`src/rtl/profile_snapshot_ci.sv`:
```
// Custom instruction that snapshots four live profiling counters into a circular FIFO.
// Define PROFILE_AUTOSNAP_EN to compile in the periodic auto-snapshot timer (opcode 4).
module profile_snapshot_ci #(
  parameter logic [7:0] customId = 8'd9,
  parameter int         DEPTH    = 8
) (
  input  logic        clock,
  input  logic        reset,
  input  logic        start,
  input  logic [7:0]  ciN,
  input  logic [31:0] valueA,
  input  logic [31:0] valueB,
  input  logic [31:0] counter0,
  input  logic [31:0] counter1,
  input  logic [31:0] counter2,
  input  logic [31:0] counter3,
  output logic        done,
  output logic [31:0] result
);
  localparam int PW = (DEPTH > 1) ? $clog2(DEPTH) : 1;
  localparam int CW = PW + 1;
  localparam logic [CW-1:0] FULL = CW'(DEPTH);
`ifdef PROFILE_AUTOSNAP_EN
  localparam int OPW = 16;
`else
  localparam int OPW = 3;
`endif

  typedef enum logic [1:0] {S_IDLE, S_EXEC, S_DONE} state_t;

  state_t         r_state, w_state_nxt;
  logic [2:0]     r_op;
  logic [OPW-1:0] r_opnd;
  logic [31:0]    r_result;
  logic [127:0]   r_mem [DEPTH];
  logic [PW-1:0]  r_wr_ptr, r_rd_ptr;
  logic [CW-1:0]  r_count;
  logic           r_ovf, r_udf;

  logic           w_accept, w_exec, w_empty, w_clear;
  logic           w_ci_push, w_auto_push, w_push_req, w_push, w_pop, w_auto_active;
  logic [127:0]   w_head;
  logic [4:0]     w_count5;
  logic [31:0]    w_exec_result;
  logic           w_unused;

  assign w_unused = ^{valueA[31:3], valueB[31:OPW]};

  assign w_accept = start && (ciN == customId) && (r_state == S_IDLE);
  assign w_exec   = (r_state == S_EXEC);
  assign w_empty  = (r_count == '0);
  assign w_head   = r_mem[r_rd_ptr];
  assign w_count5 = 5'(r_count);

`ifdef PROFILE_AUTOSNAP_EN
  logic [15:0] r_interval, r_timer;
  logic        w_timer_hit;

  assign w_timer_hit   = (r_interval != 16'd0) && (r_timer == r_interval - 16'd1);
  assign w_auto_push   = w_timer_hit;
  assign w_auto_active = (r_interval != 16'd0);

  always_ff @(posedge clock) begin
    if (reset) begin
      r_interval <= 16'd0;
      r_timer    <= 16'd0;
    end else if (w_exec && r_op == 3'd4) begin
      r_interval <= r_opnd[15:0];
      r_timer    <= 16'd0;
    end else if (w_timer_hit) begin
      r_timer <= 16'd0;
    end else if (r_interval != 16'd0) begin
      r_timer <= r_timer + 16'd1;
    end
  end
`else
  assign w_auto_push   = 1'b0;
  assign w_auto_active = 1'b0;
`endif

  // A CI snapshot and a timer tick in the same cycle merge into one push.
  assign w_ci_push  = w_exec && (r_op == 3'd0);
  assign w_push_req = w_ci_push || w_auto_push;
  assign w_pop      = w_exec && (r_op == 3'd1) && r_opnd[2] && !w_empty;
  assign w_push     = w_push_req && ((r_count != FULL) || w_pop);
  assign w_clear    = w_exec && (r_op == 3'd3);

  always_comb begin
    w_state_nxt = r_state;
    case (r_state)
      S_IDLE:  if (w_accept) w_state_nxt = S_EXEC;
      S_EXEC:  w_state_nxt = S_DONE;
      S_DONE:  w_state_nxt = S_IDLE;
      default: w_state_nxt = S_IDLE;
    endcase
  end

  always_comb begin
    w_exec_result = 32'd0;
    case (r_op)
      3'd1:    if (!w_empty) w_exec_result = w_head[{r_opnd[1:0], 5'd0} +: 32];
      3'd2:    w_exec_result = {r_ovf, r_udf, w_auto_active, 24'd0, w_count5};
      default: w_exec_result = 32'd0;
    endcase
  end

  always_ff @(posedge clock) begin
    if (reset) begin
      r_state  <= S_IDLE;
      r_count  <= '0;
      r_wr_ptr <= '0;
      r_rd_ptr <= '0;
      r_ovf    <= 1'b0;
      r_udf    <= 1'b0;
    end else begin
      r_state <= w_state_nxt;
      if (w_clear) begin
        r_count  <= '0;
        r_wr_ptr <= '0;
        r_rd_ptr <= '0;
        r_ovf    <= 1'b0;
        r_udf    <= 1'b0;
      end else begin
        if (w_push)  r_wr_ptr <= r_wr_ptr + 1'b1;
        if (w_pop)   r_rd_ptr <= r_rd_ptr + 1'b1;
        if (w_push && !w_pop)      r_count <= r_count + 1'b1;
        else if (w_pop && !w_push) r_count <= r_count - 1'b1;
        if (w_push_req && !w_push) r_ovf <= 1'b1;
        if (w_exec && r_op == 3'd1 && w_empty) r_udf <= 1'b1;
      end
    end
  end

  // Datapath registers carry no reset; their contents are qualified by the FSM.
  always_ff @(posedge clock) begin
    if (w_accept) begin
      r_op   <= valueA[2:0];
      r_opnd <= valueB[OPW-1:0];
    end
    if (w_exec) r_result <= w_exec_result;
    if (w_push && !w_clear) r_mem[r_wr_ptr] <= {counter3, counter2, counter1, counter0};
  end

  assign done   = (r_state == S_DONE) && !reset;
  assign result = done ? r_result : 32'd0;

endmodule

```
`config.mk`:
```
export PLATFORM = sky130hd
export DESIGN_NAME = profile_snapshot_ci
export DESIGN_NICKNAME = d
export VERILOG_FILES = /design/src/rtl/profile_snapshot_ci.sv
export SDC_FILE = /design/constraint.sdc
export NUM_CORES = 1
export LEC_CHECK = 0
export ABC_CLOCK_PERIOD_IN_PS = 21300
export CAP_MARGIN = 30
export CORE_MARGIN = 2
export CORE_UTILIZATION = 60
export CTS_CLUSTER_SIZE = 40
export DETAILED_ROUTE_END_ITERATION = 10
export PLACE_DENSITY = 0.83
export SKIP_CTS_REPAIR_TIMING = 1
export SYNTH_ARGS = -nofsm -noshare
export SYNTH_HDL_FRONTEND = slang
export SYNTH_SLANG_ARGS = --single-unit
```
`constraint.sdc`:
```
create_clock -name clock -period 21.3 [get_ports clock]
set_input_delay 4.26 -clock clock [delete_from_list [all_inputs] [get_ports clock]]
set_output_delay 4.26 -clock clock [all_outputs]
set_load 0.02 [all_outputs]
```
==> flow_summary.ini <==
[synthesis]
ys_types = 47
ys_seq_area_share_pct = 78.1
ys.flop_type = edfxtp_1
synth.ff_latch_count = 1079
synth_top_area_share_pct = 77.3
synth_area_leaders = edfxtp_1 77%, mux4_2 14%, mux2i_1 2.7%
synth_area_per_cell_sq_um = 23.3
synth_warnings = 0
netlist_area_sq_um = 41300
synth_edf_count = 1062
synthCells = 1774
synth_fp_nets = 1983
ys_async_sr_fraction_pct = 0
synth_largest_area_cell = edfxtp_1

[finish]
final_cell_mix = 1062 x edfxtp_1, 252 x mux4_2, 177 x clkdlybuf4s50_1
drive_gt1_share_pct = 22.8
n_fill_cell = 3751
instances_no_fill = 2966
final_common_cell = edfxtp_1
nets = 2199
syn_to_final_growth_pct = 14.6

[pwr]
max-vdd-ir-drop_v = 0.0000623
pwr-share-seq_pct = 57.1
power_frac_clock_pct = 41.7
power_density_nw_per_um2 = 86.3
switchingPower_w = 0.000780
internal_power_w = 0.00330
p_leak_nw = 14.6
p_comb_share_pct = 1.2
swShare_pct = 19.1

[sta]
slew_headroom_pct = 23.0
drv_slew = 0
timing.final.crit_period_ns = 10.76
fmax_mhz = 93.0
setup_tns_ns = 0
timing.final.ws_setup_ns = 10.54
fin_skew_ns = 0.0287
rsz0062_at_grt = false
setup_violations = 0
tightest_slew_ns = 1.16
fin_crit_sh_pct = 50.5
hold_violations = 0

[floorplan]
dieArea_sq_um = 70900
design.core.area_sq_um = 68300
start_util_pct = 60.4
die_w_um = 266
fp-row-count = 96
num_io_pins = 236
die_height_um = 266

[worst_setup_path]
r2r_slack_ns = 15.64
critical_path_class = input pin to output pin
endpoint_kind = output pin
cp_slowest_cell = clkdlybuf4s50_1
crit_top_cell = clkdlybuf4s50_1
start_kind = input pin
crit_family = buffers and inverters
crit_chain = clkdlybuf4s50_1, nor3b_2, buf_4, and2_1, clkdlybuf4s50_1
critPathRequiredTime_ns = 17.04
cp_slowest_stage_delay_ns = 0.63
arrival_ns = 6.50
crit_buf_inv = 3
crit_fanout = 24

[drt]
ant_nets = 0
wl_per_cell_um = 30.6
drc = 0
dr.first_iter.drc_count = 2276
wirelength_um = 90800
vias = 19800
avgViaCountPerCell = 6.67
firstDrtPassIters = 5

[job]
maxCapViolations = 0

[clock_tree]
root_buffer = clkbuf_16
cts_num_sinks = 1079
cts_tree = done
htreeDepth = 3
clk_pin_slew_ns = 0.06
clock_path_buffers = 3
worstSkewPairLatency_ns = 0.66
numCtsBuffers = 99

[place]
hpwlAfterDp_um = 44800
io_buffers = 177
post-place-ws_ns = 10.53
gp_congestion = 0.757
dp.cells = 2770

[global_route]
grtUsageTotal_pct = 25.8
grt_pass1_wl_um = 133000
grt_pass1_vias = 19900
antenna_found_initial = 19
grt_max_degree = 164
globalRouteOverflowTotal = 0

[hold_path]
hold_path_class = flop to flop

[status]
status = completed
[metrics by stage]
stage / hold WS (ns) / util (%) / total power (W) / instance area, sq um
global placement: 0.493 / 64.5 / 0.00242 / 44100
floorplan: 0.437 / - / 0.00238 / 41300
finish: 0.541 / 69.2 / 0.00408 / 47300
detailed placement: 0.513 / 64.6 / 0.00242 / 44100
global route: 0.570 / 69.2 / 0.00417 / 47300
CTS: 0.526 / 69.1 / 0.00410 / 47200
[cell families after synthesis]
family | Yosys count | synth area share, %
buffers and inverters | 95 | 1.15
multiplexers | 375 | 16.8
AO/OA/AOI/OAI | 95 | 2.12
AND/OR/NAND/NOR | 118 | 1.56
adder cells (fa/ha/maj) | 6 | 0.200
XOR/XNOR | 6 | 0.127
flip-flops | 1079 | 78.1
[power groups by stage]
| stage | sequential, W | clock (W) | combinational (W) |
|---|---|---|---|
| after floorplan | 0.00237 | 0 | 0.000000772 |
| after global placement | 0.00237 | 0 | 0.0000442 |
| after detailed placement | 0.00237 | 0 | 0.0000488 |
| after CTS | 0.00233 | 0.00172 | 0.0000497 |
| after global routing | 0.00233 | 0.00179 | 0.0000542 |
| final | 0.00233 | 0.00170 | 0.0000503 |
[per-layer routing]
metal | wire, um | global-route usage (%) | vias up
met1 | 34200 | 35.9 | 10500
met2 | 46400 | 42.1 | 1131
met5 | 129 | 0 | -
met3 | 8090 | 4.98 | 153
li1 | - | - | 8021
met4 | 2050 | 8.12 | 20
[Yosys cell counts (all sizes together) (2+ instances only)]
master / count
nand3: 14
and2: 33
buf: 72
a22oi: 3
clkbuf: 20
mux2: 11
dfxtp: 17
xor2: 4
nor3b: 3
nand2b: 5
nor3: 8
nor2b: 3
nor4: 5
mux2i: 112
or3: 3
o21ai: 8
nand3b: 3
o221ai: 26
nand4: 2
mux4: 252
ha: 5
or2: 3
a211oi: 5
a221oi: 3
a31oi: 6
o22a: 26
nand2: 13
inv: 3
a21oi: 12
edfxtp: 1062
xnor2: 2
nor2: 23
[registers in the layout (all words and copies together) (netlist names), named ones only]
| signal | count |
|---|---|
| r_rd_ptr | 3 |
| r_result | 32 |
| r_wr_ptr | 3 |
| r_opnd | 3 |
| r_op | 3 |
| r_ovf | 1 |
| r_udf | 1 |
| r_state | 2 |
| r_mem | 1024 |
| r_count | 4 |
[worst min-delay path, delay by kind of cell (launching register included)]
| family | cells | cell delay [ns] |
|---|---|---|
| AO/OA/AOI/OAI | 1 | 0.06 |
| AND/OR/NAND/NOR | 1 | 0.08 |
| flip-flops | 1 | 0.37 |
[area by class of cell]
cell class	count	area, sq um	share of cell area [%]
Antenna cell	10	25.0	0.0529
Clock buffer	118	2610	5.52
Clock inverter	67	513	1.08
Inverter	3	11.3	0.0238
Multi-Input combinational cell	600	8630	18.3
Sequential cell	1079	32200	68.2
Tap cell	882	1100	2.33
Timing Repair Buffer	207	2160	4.57
[final timing paths]
kind | cells after the start | endpoint | start
min | 2 | r_udf | r_udf
max reg2reg | 9 | r_result[18] | flop
max | 5 | result[10] | reset
min reg2reg | 2 | r_udf | r_udf
Note: power is estimated with default switching activity, not from simulation.
==> edit: new RTL, config.mk and constraints unchanged <==
Add an input register stage for `valueA`, without a reset; this delays it by one clock. The other inputs are not delayed to match.
--- a/src/rtl/profile_snapshot_ci.sv
+++ b/src/rtl/profile_snapshot_ci.sv
@@ -28,6 +28,12 @@
 
   typedef enum logic [1:0] {S_IDLE, S_EXEC, S_DONE} state_t;
 
+  logic [31:0] valueA_q;
+
+  always_ff @(posedge clock) begin
+    valueA_q <= valueA;
+  end
+
   state_t         r_state, w_state_nxt;
   logic [2:0]     r_op;
   logic [OPW-1:0] r_opnd;
@@ -44,7 +50,7 @@
   logic [31:0]    w_exec_result;
   logic           w_unused;
 
-  assign w_unused = ^{valueA[31:3], valueB[31:OPW]};
+  assign w_unused = ^{valueA_q[31:3], valueB[31:OPW]};
 
   assign w_accept = start && (ciN == customId) && (r_state == S_IDLE);
   assign w_exec   = (r_state == S_EXEC);
@@ -134,7 +140,7 @@
   // Datapath registers carry no reset; their contents are qualified by the FSM.
   always_ff @(posedge clock) begin
     if (w_accept) begin
-      r_op   <= valueA[2:0];
+      r_op   <= valueA_q[2:0];
       r_opnd <= valueB[OPW-1:0];
     end
     if (w_exec) r_result <= w_exec_result;
Check against the original RTL: same outputs for any inputs over 4 cycles, from zero or initial values and one cycle with reset high; that may be too few to reach the edited logic, so the function may still have changed.
==> edit against the original RTL <==
Non-clock buffer count fell by 3; clock skew fell by 0.0012 ns; via count rose by 0.12%; final area fell by 0.61%; routed wire length rose by 1.0%; sequential cell count rose by 3; count of clock-buffer cells in the layout rose by 12; synthesized area fell by 0.18%; largest cell class unchanged; register-to-register slack improved by 1.1 ns; critical path type unchanged; total power fell by 1.7%; final cell count rose by 0.37%; setup slack improved by 0.37 ns; die area fell by 0.17%.
==> edit: results (changes against the original RTL) <==
[status]
status = completed  ; unchanged

[placement]
gp_congestion = 0.7844  ; was 0.7572
place_ws_ns = 10.89  ; was 10.53 ns
post-dp-hpwl_um = 44640  ; was 44780 um
place_area_um2 = 44030  ; was 44120 um^2

[power]
p_leak_nw = 14.22  ; was 14.58 nW
power.internal_mw = 3.240  ; was 3.301 mW
ir_drop_mv = 0.05736  ; was 0.06229 mV

[finish]
final_nets = 2211  ; was 2199
final_layout_size_suffix_gt1_share_pct = 22.61  ; was 22.76%
multiInputGateArea_um2 = 8536  ; was 8635 um^2
nFillCells = 3740  ; was 3751

[global_route]
grt_pass1_wl_um = 134100  ; was 132500 um
met3_usage_pct = 5.323  ; was 4.982%
global_route.usage.met2_pct = 43.09  ; was 42.10%
grt_use_met1_pct = 34.95  ; was 35.93%
track_usage_pct = 26.08  ; was 25.80%
grt_max_degree = 166  ; was 164
antenna_found_initial = 23  ; was 19

[synth]
yosys.cell_types.count = 43  ; was 47
synth-edff-count = 1062  ; unchanged
synth_nets = 1999  ; was 1983
yosys-top-cells-area = edfxtp_1 (77%), mux4_2 (13%), mux2i_1 (1.9%)  ; was edfxtp_1 (77%), mux4_2 (14%), mux2i_1 (2.7%)
yosysSeqAreaShare_pct = 78.36  ; was 78.07%
synth-async-reset-ratio_pct = 0  ; unchanged
netlist_top_cells_count = edfxtp_1 (1062), mux4_2 (244), mux2i_1 (79)  ; was edfxtp_1 (1062), mux4_2 (252), mux2i_1 (112)

[critical_path]
cp.arrival_ns = 6.13  ; was 6.50 ns
path_max_fanout = 33  ; was 24

[detailed_routing]
vias = 19798  ; was 19775
wl_um = 91770  ; was 90820 um
drt-initial-drc-count = 2281  ; was 2276

[timing]
setup_tns_ns = 0  ; unchanged
skew_ns = 0.02752  ; was 0.02869 ns
worst_pin_slew_ns = 1.229  ; was 1.155 ns

[clock_network]
cts_max_level = 3  ; unchanged

[edit: cell count changes in the layout (fill, tap and decap cells not counted), sizes merged, moves of 8 or more]
cell / change
o22a: -26
a221o: +24
clkinv: -13
clkbuf: +12
o221ai: -20
nand3: -10
o22ai: +31
mux2i: -33
nor2: +9
mux2: +45
mux4: -8
[edit: critical path, cell delays in order]
cell and delay (ns):
clkdlybuf4s50_1 0.50, nor3b_2 0.18, buf_4 0.34, and2_1 0.19, clkdlybuf4s50_1 0.62
[edit: cells by family after synthesis]
| logic type | count (synthesis) | share of synthesized area [%] |
|---|---|---|
| adders and majority gates | 6 | 0.2004 |
| buffers and inverters | 96 | 1.093 |
| DFF | 1082 | 78.36 |
| and+or+nand+nor | 122 | 1.676 |
| xor gates and xnor gates | 6 | 0.1275 |
| AOI/OAI and AO/OA | 99 | 1.761 |
| muxes | 379 | 16.78 |
[edit: area by class of cell]
| class | instances | share of cell area (%) |
|---|---|---|
| Antenna cell | 16 | 0.08516 |
| Timing Repair Buffer | 204 | 4.476 |
| Tap cell | 882 | 2.347 |
| Sequential cell | 1082 | 68.70 |
| Clock inverter | 48 | 0.6094 |
| Multi-Input combinational cell | 612 | 18.16 |
| Inverter | 3 | 0.02395 |
| Clock buffer | 130 | 5.605 |
[edit: through the flow]
stage / instances / hold slack, ns
2_1_floorplan: 1790 / 0.3855
3_3_place_gp: 2780 / 0.3950
3_5_place_dp: 2782 / 0.3947
4_1_cts: 2960 / 0.4054
5_1_grt: 2971 / 0.4221
6_report: 2977 / 0.4068
[edit: worst paths after layout]
| path | from | cells after the start | slack [ns] | to |
|---|---|---|---|---|
| max | reset | 5 | 10.91 | result[22] |
| max reg2reg | r_count[0] | 6 | 16.73 | r_mem[7][103] |
| min | valueA_q[1] | 0 | 0.41 | r_op[1] |
| min reg2reg | valueA_q[1] | 0 | 0.41 | r_op[1] |
[edit: power groups by stage]
stage                     sequential, mW  clock, mW  combinational (mW)
after floorplan                     2.38          0            0.000853
after global placement              2.38          0              0.0447
after detailed placement            2.38          0              0.0494
after CTS                           2.33       1.64              0.0502
after global routing                2.33       1.71              0.0549
final                               2.33       1.63              0.0508
[edit: per-layer routing]
metal	vias up	share of wire, %
li1	8038	-
met1	10354	36
met2	1200	52
met3	184	8.6
met4	22	3.1
met5	-	0.17
